**src/rtl/noc_pkg.sv**
```systemverilog
// Shared NoC definitions: flit field layout, flit type codes, port codes and VC state.
package noc_pkg;

  localparam int unsigned DEST_Y_MSB  = 63;
  localparam int unsigned DEST_Y_LSB  = 56;
  localparam int unsigned DEST_X_MSB  = 55;
  localparam int unsigned DEST_X_LSB  = 48;
  localparam int unsigned TYPE_MSB    = 47;
  localparam int unsigned TYPE_LSB    = 45;
  localparam int unsigned PID_MSB     = 44;
  localparam int unsigned PID_LSB     = 40;
  localparam int unsigned PAYLOAD_MSB = 39;
  localparam int unsigned PAYLOAD_LSB = 0;

  typedef logic [2:0] flit_type_t;

  localparam flit_type_t FLIT_HEAD = 3'b000;
  localparam flit_type_t FLIT_BODY = 3'b001;
  localparam flit_type_t FLIT_TAIL = 3'b010;

  localparam logic [1:0] NORTH = 2'b00;
  localparam logic [1:0] EAST  = 2'b01;
  localparam logic [1:0] SOUTH = 2'b10;
  localparam logic [1:0] WEST  = 2'b11;

  typedef enum logic {
    IDLE,
    ACTIVE
  } vc_state_e;

endpackage

```
**src/rtl/input_vc_buffer_if.sv**
```systemverilog
// Link-side, route-computation-side and allocator-side signals of one input VC buffer.
interface input_vc_buffer_if #(
  parameter int unsigned FLIT_W = 64,
  parameter int unsigned VC_W   = 1
);
  logic              in_valid;
  logic [VC_W-1:0]   in_vc;
  logic [FLIT_W-1:0] in_flit;
  logic              credit_valid;
  logic [VC_W-1:0]   credit_vc;
  logic              out_valid;
  logic [FLIT_W-1:0] out_flit;
  logic [VC_W-1:0]   out_vc;
  logic              out_is_head;
  logic [3:0]        route_in;
  logic [3:0]        out_route;
  logic              out_ready;
  logic              err;

  modport master (
    output in_valid, in_vc, in_flit, route_in, out_ready,
    input  credit_valid, credit_vc, out_valid, out_flit, out_vc, out_is_head, out_route, err
  );

  modport slave (
    input  in_valid, in_vc, in_flit, route_in, out_ready,
    output credit_valid, credit_vc, out_valid, out_flit, out_vc, out_is_head, out_route, err
  );
endinterface

```
**src/rtl/input_vc_buffer_flit_fifo.sv**
```systemverilog
// Synchronous flit FIFO; a push into a full FIFO is only taken when a pop happens the same cycle.
module flit_fifo #(
  parameter int unsigned WIDTH = 64,
  parameter int unsigned DEPTH = 4
) (
  input  logic                     clk,
  input  logic                     rst_n,
  input  logic                     push,
  input  logic                     pop,
  input  logic [WIDTH-1:0]         din,
  output logic [WIDTH-1:0]         dout,
  output logic                     empty,
  output logic                     full,
  output logic [$clog2(DEPTH):0]   count
);
  localparam int unsigned PTR_W = $clog2(DEPTH);
  localparam int unsigned CNT_W = PTR_W + 1;

  logic [PTR_W-1:0] rd_ptr_q, wr_ptr_q;
  logic [CNT_W-1:0] count_q;
  logic [WIDTH-1:0] mem_q [DEPTH];
  logic             wr_en, rd_en;

  assign empty = (count_q == '0);
  assign full  = (count_q == CNT_W'(DEPTH));
  assign wr_en = push && (!full || pop);
  assign rd_en = pop && !empty;
  assign count = count_q;
  assign dout  = mem_q[rd_ptr_q];

  always_ff @(posedge clk or negedge rst_n) begin
    if (!rst_n) begin
      rd_ptr_q <= '0;
      wr_ptr_q <= '0;
      count_q  <= '0;
    end else begin
      if (wr_en) wr_ptr_q <= wr_ptr_q + 1'b1;
      if (rd_en) rd_ptr_q <= rd_ptr_q + 1'b1;
      case ({wr_en, rd_en})
        2'b10:   count_q <= count_q + 1'b1;
        2'b01:   count_q <= count_q - 1'b1;
        default: count_q <= count_q;
      endcase
    end
  end

  always_ff @(posedge clk) begin
    if (wr_en) mem_q[wr_ptr_q] <= din;
  end

endmodule

```
**src/rtl/input_vc_buffer.sv**
```systemverilog
// Per-input-port VC buffer: per-VC FIFOs, round-robin head-of-line selection, per-packet route
// latching, credit return and sticky protocol error detection.
module input_vc_buffer
  import noc_pkg::*;
#(
  parameter int unsigned FLIT_W = 64,
  parameter int unsigned NUM_VC = 2,
  parameter int unsigned DEPTH  = 4
) (
  input logic              clk,
  input logic              rst_n,
  input_vc_buffer_if.slave bus
);
  localparam int unsigned VC_W  = (NUM_VC > 1) ? $clog2(NUM_VC) : 1;
  localparam int unsigned CNT_W = $clog2(DEPTH) + 1;

  logic [NUM_VC-1:0] empty, full, push, pop, nonempty;
  logic [FLIT_W-1:0] dout [NUM_VC];
  logic [CNT_W-1:0]  count [NUM_VC];

  vc_state_e         state_q [NUM_VC];
  vc_state_e         state_d [NUM_VC];
  logic [3:0]        route_q [NUM_VC];
  logic [3:0]        route_d [NUM_VC];
  logic [VC_W-1:0]   rr_q, rr_d, sel, idx, hold_vc_q, credit_vc_q;
  logic              hold_q, found, deq, err_q, err_d, credit_valid_q;
  logic [FLIT_W-1:0] head_flit;
  flit_type_t        head_type;

  for (genvar v = 0; v < NUM_VC; v++) begin : g_vc
    assign push[v]     = bus.in_valid && (bus.in_vc == VC_W'(v));
    assign pop[v]      = deq && (sel == VC_W'(v));
    assign nonempty[v] = (count[v] != '0);

    flit_fifo #(
      .WIDTH(FLIT_W),
      .DEPTH(DEPTH)
    ) u_fifo (
      .clk  (clk),
      .rst_n(rst_n),
      .push (push[v]),
      .pop  (pop[v]),
      .din  (bus.in_flit),
      .dout (dout[v]),
      .empty(empty[v]),
      .full (full[v]),
      .count(count[v])
    );
  end

  // A stalled flit keeps its VC even if a higher-priority VC fills up meanwhile.
  always_comb begin
    sel   = rr_q;
    idx   = rr_q;
    found = 1'b0;
    if (hold_q) begin
      sel = hold_vc_q;
    end else begin
      for (int i = 0; i < NUM_VC; i++) begin
        idx = VC_W'((32'(rr_q) + 32'(i)) % NUM_VC);
        if (!found && !empty[idx]) begin
          sel   = idx;
          found = 1'b1;
        end
      end
    end
  end

  assign bus.out_valid   = |nonempty;
  assign deq             = bus.out_valid && bus.out_ready;
  assign head_flit       = dout[sel];
  assign head_type       = head_flit[TYPE_MSB:TYPE_LSB];
  assign bus.out_flit    = bus.out_valid ? head_flit : '0;
  assign bus.out_vc      = bus.out_valid ? sel : '0;
  assign bus.out_is_head = bus.out_valid && (head_type == FLIT_HEAD);
  assign bus.out_route   = !bus.out_valid ? 4'b0000 :
                           bus.out_is_head ? bus.route_in : route_q[sel];
  assign bus.credit_valid = credit_valid_q;
  assign bus.credit_vc    = credit_vc_q;
  assign bus.err          = err_q;

  always_comb begin
    state_d = state_q;
    route_d = route_q;
    err_d   = err_q;
    rr_d    = rr_q;
    for (int v = 0; v < NUM_VC; v++) begin
      if (push[v] && full[v] && !pop[v]) err_d = 1'b1;
    end
    if (deq) begin
      rr_d = VC_W'((32'(sel) + 32'd1) % NUM_VC);
      case (head_type)
        FLIT_HEAD: begin
          if (state_q[sel] == IDLE) begin
            state_d[sel] = ACTIVE;
            route_d[sel] = bus.route_in;
          end else begin
            err_d = 1'b1;
          end
        end
        FLIT_BODY: if (state_q[sel] != ACTIVE) err_d = 1'b1;
        FLIT_TAIL: begin
          if (state_q[sel] == ACTIVE) state_d[sel] = IDLE;
          else err_d = 1'b1;
        end
        default:   err_d = 1'b1;
      endcase
    end
  end

  always_ff @(posedge clk or negedge rst_n) begin
    if (!rst_n) begin
      for (int v = 0; v < NUM_VC; v++) begin
        state_q[v] <= IDLE;
        route_q[v] <= 4'b0000;
      end
      rr_q           <= '0;
      hold_q         <= 1'b0;
      hold_vc_q      <= '0;
      err_q          <= 1'b0;
      credit_valid_q <= 1'b0;
      credit_vc_q    <= '0;
    end else begin
      state_q        <= state_d;
      route_q        <= route_d;
      rr_q           <= rr_d;
      hold_q         <= bus.out_valid && !bus.out_ready;
      hold_vc_q      <= sel;
      err_q          <= err_d;
      credit_valid_q <= deq;
      credit_vc_q    <= sel;
    end
  end

endmodule

```
**src/flat_wrapper.sv**
```systemverilog
// flat-port wrapper written by rule: the top's interface ports become plain ports
module input_vc_buffer_flat import noc_pkg::*;
#(
  parameter int unsigned FLIT_W = 64,
  parameter int unsigned NUM_VC = 2,
  parameter int unsigned DEPTH  = 4
)
  (clk, rst_n, bus_in_valid, bus_in_vc, bus_in_flit, bus_route_in, bus_out_ready, bus_credit_valid, bus_credit_vc, bus_out_valid, bus_out_flit, bus_out_vc, bus_out_is_head, bus_out_route, bus_err);
  input_vc_buffer_if #(.FLIT_W(FLIT_W), .VC_W(1)) bus_i ();
  input logic clk;
  input logic rst_n;
  input wire logic [$bits(bus_i.in_valid)-1:0] bus_in_valid;
  input wire logic [$bits(bus_i.in_vc)-1:0] bus_in_vc;
  input wire logic [$bits(bus_i.in_flit)-1:0] bus_in_flit;
  input wire logic [$bits(bus_i.route_in)-1:0] bus_route_in;
  input wire logic [$bits(bus_i.out_ready)-1:0] bus_out_ready;
  output wire logic [$bits(bus_i.credit_valid)-1:0] bus_credit_valid;
  output wire logic [$bits(bus_i.credit_vc)-1:0] bus_credit_vc;
  output wire logic [$bits(bus_i.out_valid)-1:0] bus_out_valid;
  output wire logic [$bits(bus_i.out_flit)-1:0] bus_out_flit;
  output wire logic [$bits(bus_i.out_vc)-1:0] bus_out_vc;
  output wire logic [$bits(bus_i.out_is_head)-1:0] bus_out_is_head;
  output wire logic [$bits(bus_i.out_route)-1:0] bus_out_route;
  output wire logic [$bits(bus_i.err)-1:0] bus_err;
  assign bus_i.in_valid = bus_in_valid;
  assign bus_i.in_vc = bus_in_vc;
  assign bus_i.in_flit = bus_in_flit;
  assign bus_i.route_in = bus_route_in;
  assign bus_i.out_ready = bus_out_ready;
  assign bus_credit_valid = bus_i.credit_valid;
  assign bus_credit_vc = bus_i.credit_vc;
  assign bus_out_valid = bus_i.out_valid;
  assign bus_out_flit = bus_i.out_flit;
  assign bus_out_vc = bus_i.out_vc;
  assign bus_out_is_head = bus_i.out_is_head;
  assign bus_out_route = bus_i.out_route;
  assign bus_err = bus_i.err;
  input_vc_buffer #(.FLIT_W(FLIT_W), .NUM_VC(NUM_VC), .DEPTH(DEPTH)) u_core (.clk(clk), .rst_n(rst_n), .bus(bus_i));
endmodule
```
**config.mk**
```make
export PLATFORM = sky130hd
export DESIGN_NAME = input_vc_buffer_flat
export DESIGN_NICKNAME = d
export VERILOG_FILES = /design/src/rtl/noc_pkg.sv /design/src/rtl/input_vc_buffer_if.sv /design/src/rtl/input_vc_buffer_flit_fifo.sv /design/src/rtl/input_vc_buffer.sv /design/src/flat_wrapper.sv
export SDC_FILE = /design/constraint.sdc
export NUM_CORES = 1
export LEC_CHECK = 0
export BUFFER_PORTS_ARGS = -buffer_cell sky130_fd_sc_hd__buf_2
export CAP_MARGIN = 20
export CORE_UTILIZATION = 62
export CTS_BUF_LIST = sky130_fd_sc_hd__clkbuf_2
export CTS_CLUSTER_DIAMETER = 100
export DETAILED_ROUTE_END_ITERATION = 7
export HOLD_SLACK_MARGIN = 0.08
export PLACE_DENSITY = 0.82
export SLEW_MARGIN = 20
export SYNTH_ARGS = -nofsm -noshare
export SYNTH_HDL_FRONTEND = slang
export SYNTH_SLANG_ARGS = --single-unit
```
**constraint.sdc**
```tcl
create_clock -name clk -period 11.3 [get_ports clk]
set_input_delay 1.13 -clock clk [delete_from_list [all_inputs] [get_ports clk]]
set_output_delay 1.13 -clock clk [all_outputs]
set_load 0.005 [all_outputs]
```
==> run metrics <==
met2 wire length around 21000 um; CP Class flip-flop to output port; num rows between 60 and 70; mux contribution to synthesized area 0.146; Synth area leaders edfxtp_1 73%, mux4_2 14%, dfrtp_1 3.4%, nand2_1 2.4%, a21oi_1 1.7%; Pre-Repair DR Iteration Count 7; antenna viol nets, final 0; data required time at the worst endpoint between 10 and 15 ns; Final Hold Viols 0; fmax 175 MHz; YS warnings 0; Worst path depth 7; CP cell instances buf_4 -> mux4_2 -> nand2b_4 -> a2111oi_0 -> nor2_1 -> a211oi_1 -> buf_2; top routing layer in use met5; HP Class primary input to flip-flop; post-synthesis simple-gate area fraction 0.0336; clock root buffer clkbuf_2; Die Wd 186 um; Worst Hold Slack approximately 0.35 ns; Mapped Avg Cell Area approximately 20 um2; latest clock arrival within the worst-skew pair roughly 1.0 ns; Critical Path Fanout Max between 40 and 50; CP delay by family, top buffers and inverters; share of cells above drive strength 1 0.368; met1 wire length 17300 um; ratio of routed vias to standard cells 5.96; Critical Path End bus_out_route[3]; DR DRC count 4; GRT overflow 0; CTS tree done; Post-Syn Area 0.0211 mm2; largest family of logic cells by synthesized area multiplexers; R2R Setup Slk 7.45 ns; most common cell in the netlist edfxtp_1; total CTS buffers about 130; synth cell count leaders 512 x edfxtp_1, 134 x nand2_1, 128 x mux4_2; CP max stage delay approximately 0.82 ns; vias in the first global route about 12000; Critical path origin u_core.g_vc[1].u_fifo.rd_ptr_q[0]; Die Area between 0.03 and 0.04 mm2; Main synth FF type edfxtp_1; leakage power a little over 0.008 uW; clock slew at reported path FFs 0.12 ns; antenna violations before repair 7; pin count of the biggest net entering global routing between 70 and 80; Starting DRT DRC Count 1044; clock skew 0.0968 ns; Buffers on Ports roughly 150; Worst VDD drop between 150 and 200 uV; routed length per instance about 23 um; Vias approximately 11000; CP Capture Type output port; Final HPWL DP 21600 um; first-pass GRT wire length between 60000 and 70000 um; Arrival @ worst endpoint 4.59 ns; Worst R2R End u_core.route_q[2]; asr flop ratio synth 0.0536; WL final between 40000 and 50000 um; Core Util, Final 0.705; # Post-CTS Setup Buffers 0; Final Critical Period 5.72 ns; setup TNS 0 ns; Buf/Inv on CP 2; worst r2r path cells 6; Compound-Gate Fraction of Synth Area 0.0284; max-slew violations 0; adder-cell share of the synthesized area 0.00784; I/O pins 147; Post-synth EDFFs a little over 500; overall power around 5700 uW; CTS Sinks 541; failing checks DRC; Initial Util 0.630; Synth cell types 44; CP max stage cell buf_4; sequential area share after synthesis 0.764; GRT Total Usage 0.250; Pwr Density approximately 240 mW/mm2; Synth Area in XOR/XNOR 0.00582; Yosys top cell by area edfxtp_1; nets approximately 1400; actual transition at the worst max-transition pin roughly 1.1 ns; RR Startpoint u_core.g_vc[1].u_fifo.rd_ptr_q[0]; clk buf depth 3; Std-Cell Core Area ~0.033 mm2; #FFs+latches synth 541; Tcrit/Tclk final 0.506; post-synth net total approximately 1100; outcome finished, violations left; htree depth 4; synthesized instance count between 1000 and 1500; GP Congestion ~0.86; synthesis-to-layout area growth 11.9%; startpoint types flip-flop; routed length on met3 approximately 3200 um; chip height roughly 190 um; top cell type's share of synthesized area 0.730; final setup violation count 0; Worst slew margin 0.270; RSZ-0062 raised after global routing false; total of max-cap violations 0
-- layout make-up --
cell class	instances	area, um2
Multi-Input combinational cell	440	4710
Sequential cell	541	16100
Clock inverter	39	323
Inverter	21	78.8
Tap cell	448	561
Timing Repair Buffer	155	846
Fill cell	2046	9870
Antenna cell	4	10.0
Clock buffer	186	931
-- registers in the layout, summed over array words and instances (netlist names), named ones only --
signal / cells
u_core.bus.credit_valid: 1
u_core.bus.err: 1
u_core.hold_q: 1
u_core.g_vc.u_fifo.mem_q: 512
u_core.route_q: 8
u_core.g_vc.u_fifo.wr_ptr_q: 4
u_core.rr_q: 1
u_core.g_vc.u_fifo.rd_ptr_q: 4
u_core.hold_vc_q: 1
u_core.g_vc.u_fifo.count: 6
-- placed cells by master (no fill, tap or decap), drive strengths merged, types with 9 or more instances in the layout --
| master | synthesis | final |
|---|---|---|
| a21oi | 73 | 73 |
| and2 | 9 | 9 |
| buf | 20 | 154 |
| clkbuf | 33 | 186 |
| clkinv | 0 | 24 |
| dfrtp | 29 | 29 |
| edfxtp | 512 | 512 |
| ha | 10 | 10 |
| inv | 21 | 28 |
| mux2 | 10 | 10 |
| mux4 | 128 | 128 |
| nand2 | 134 | 134 |
| nor2 | 9 | 9 |
| xnor2 | 9 | 9 |
-- kinds of logic (layout without fill, tap and decap cells) --
group	Yosys count	in the layout
muxes	145	145
AOI/OAI and AO/OA	102	102
adders and majority gates	12	12
buffers and inverters	74	401
other	0	4
DFF	541	541
and+or+nand+nor	167	167
xor gates and xnor gates	14	14
-- report_power, final --
| part | switching [uW] | internal, uW |
|---|---|---|
| clock network | 738 | 580 |
| logic | 891 | 838 |
| registers | 244 | 2460 |
-- through the flow --
stage                     setup slack (ns)  std cells  cell area (um2)
after global placement                6.59       1601            22200
after detailed placement              6.55       1602            22300
after floorplan                       7.56       1055            21100
after CTS                             5.44       1828            23500
after global routing                  5.10       1832            23600
final                                 5.58       1834            23600
-- routing by layer --
layer / GRT usage / vias up
li1: - / 4800
met2: 0.408 / 493
met1: 0.336 / 5589
met4: 0.0744 / 4
met5: 0 / -
met3: 0.0666 / 52
-- repair_timing --
action,CTS,global route
hold buffers,1,0
resized for setup,0,0
hold endpoints to repair,18,0
-- worst min path at each step --
stage / endpoint / cells past startpoint / from / slack (ns)
detailed placement: u_core.bus.err / 1 / u_core.bus.err / 0.48
CTS: u_core.route_q[7] / 2 / bus_route_in[3] / 0.24
finish: u_core.route_q[7] / 2 / bus_route_in[3] / 0.35
floorplan: u_core.route_q[4] / 1 / u_core.route_q[4] / 0.46
global route: u_core.route_q[7] / 2 / bus_route_in[3] / 0.25
global placement: u_core.bus.err / 1 / u_core.bus.err / 0.47
No activity file was read; power rests on OpenSTA's default activity.
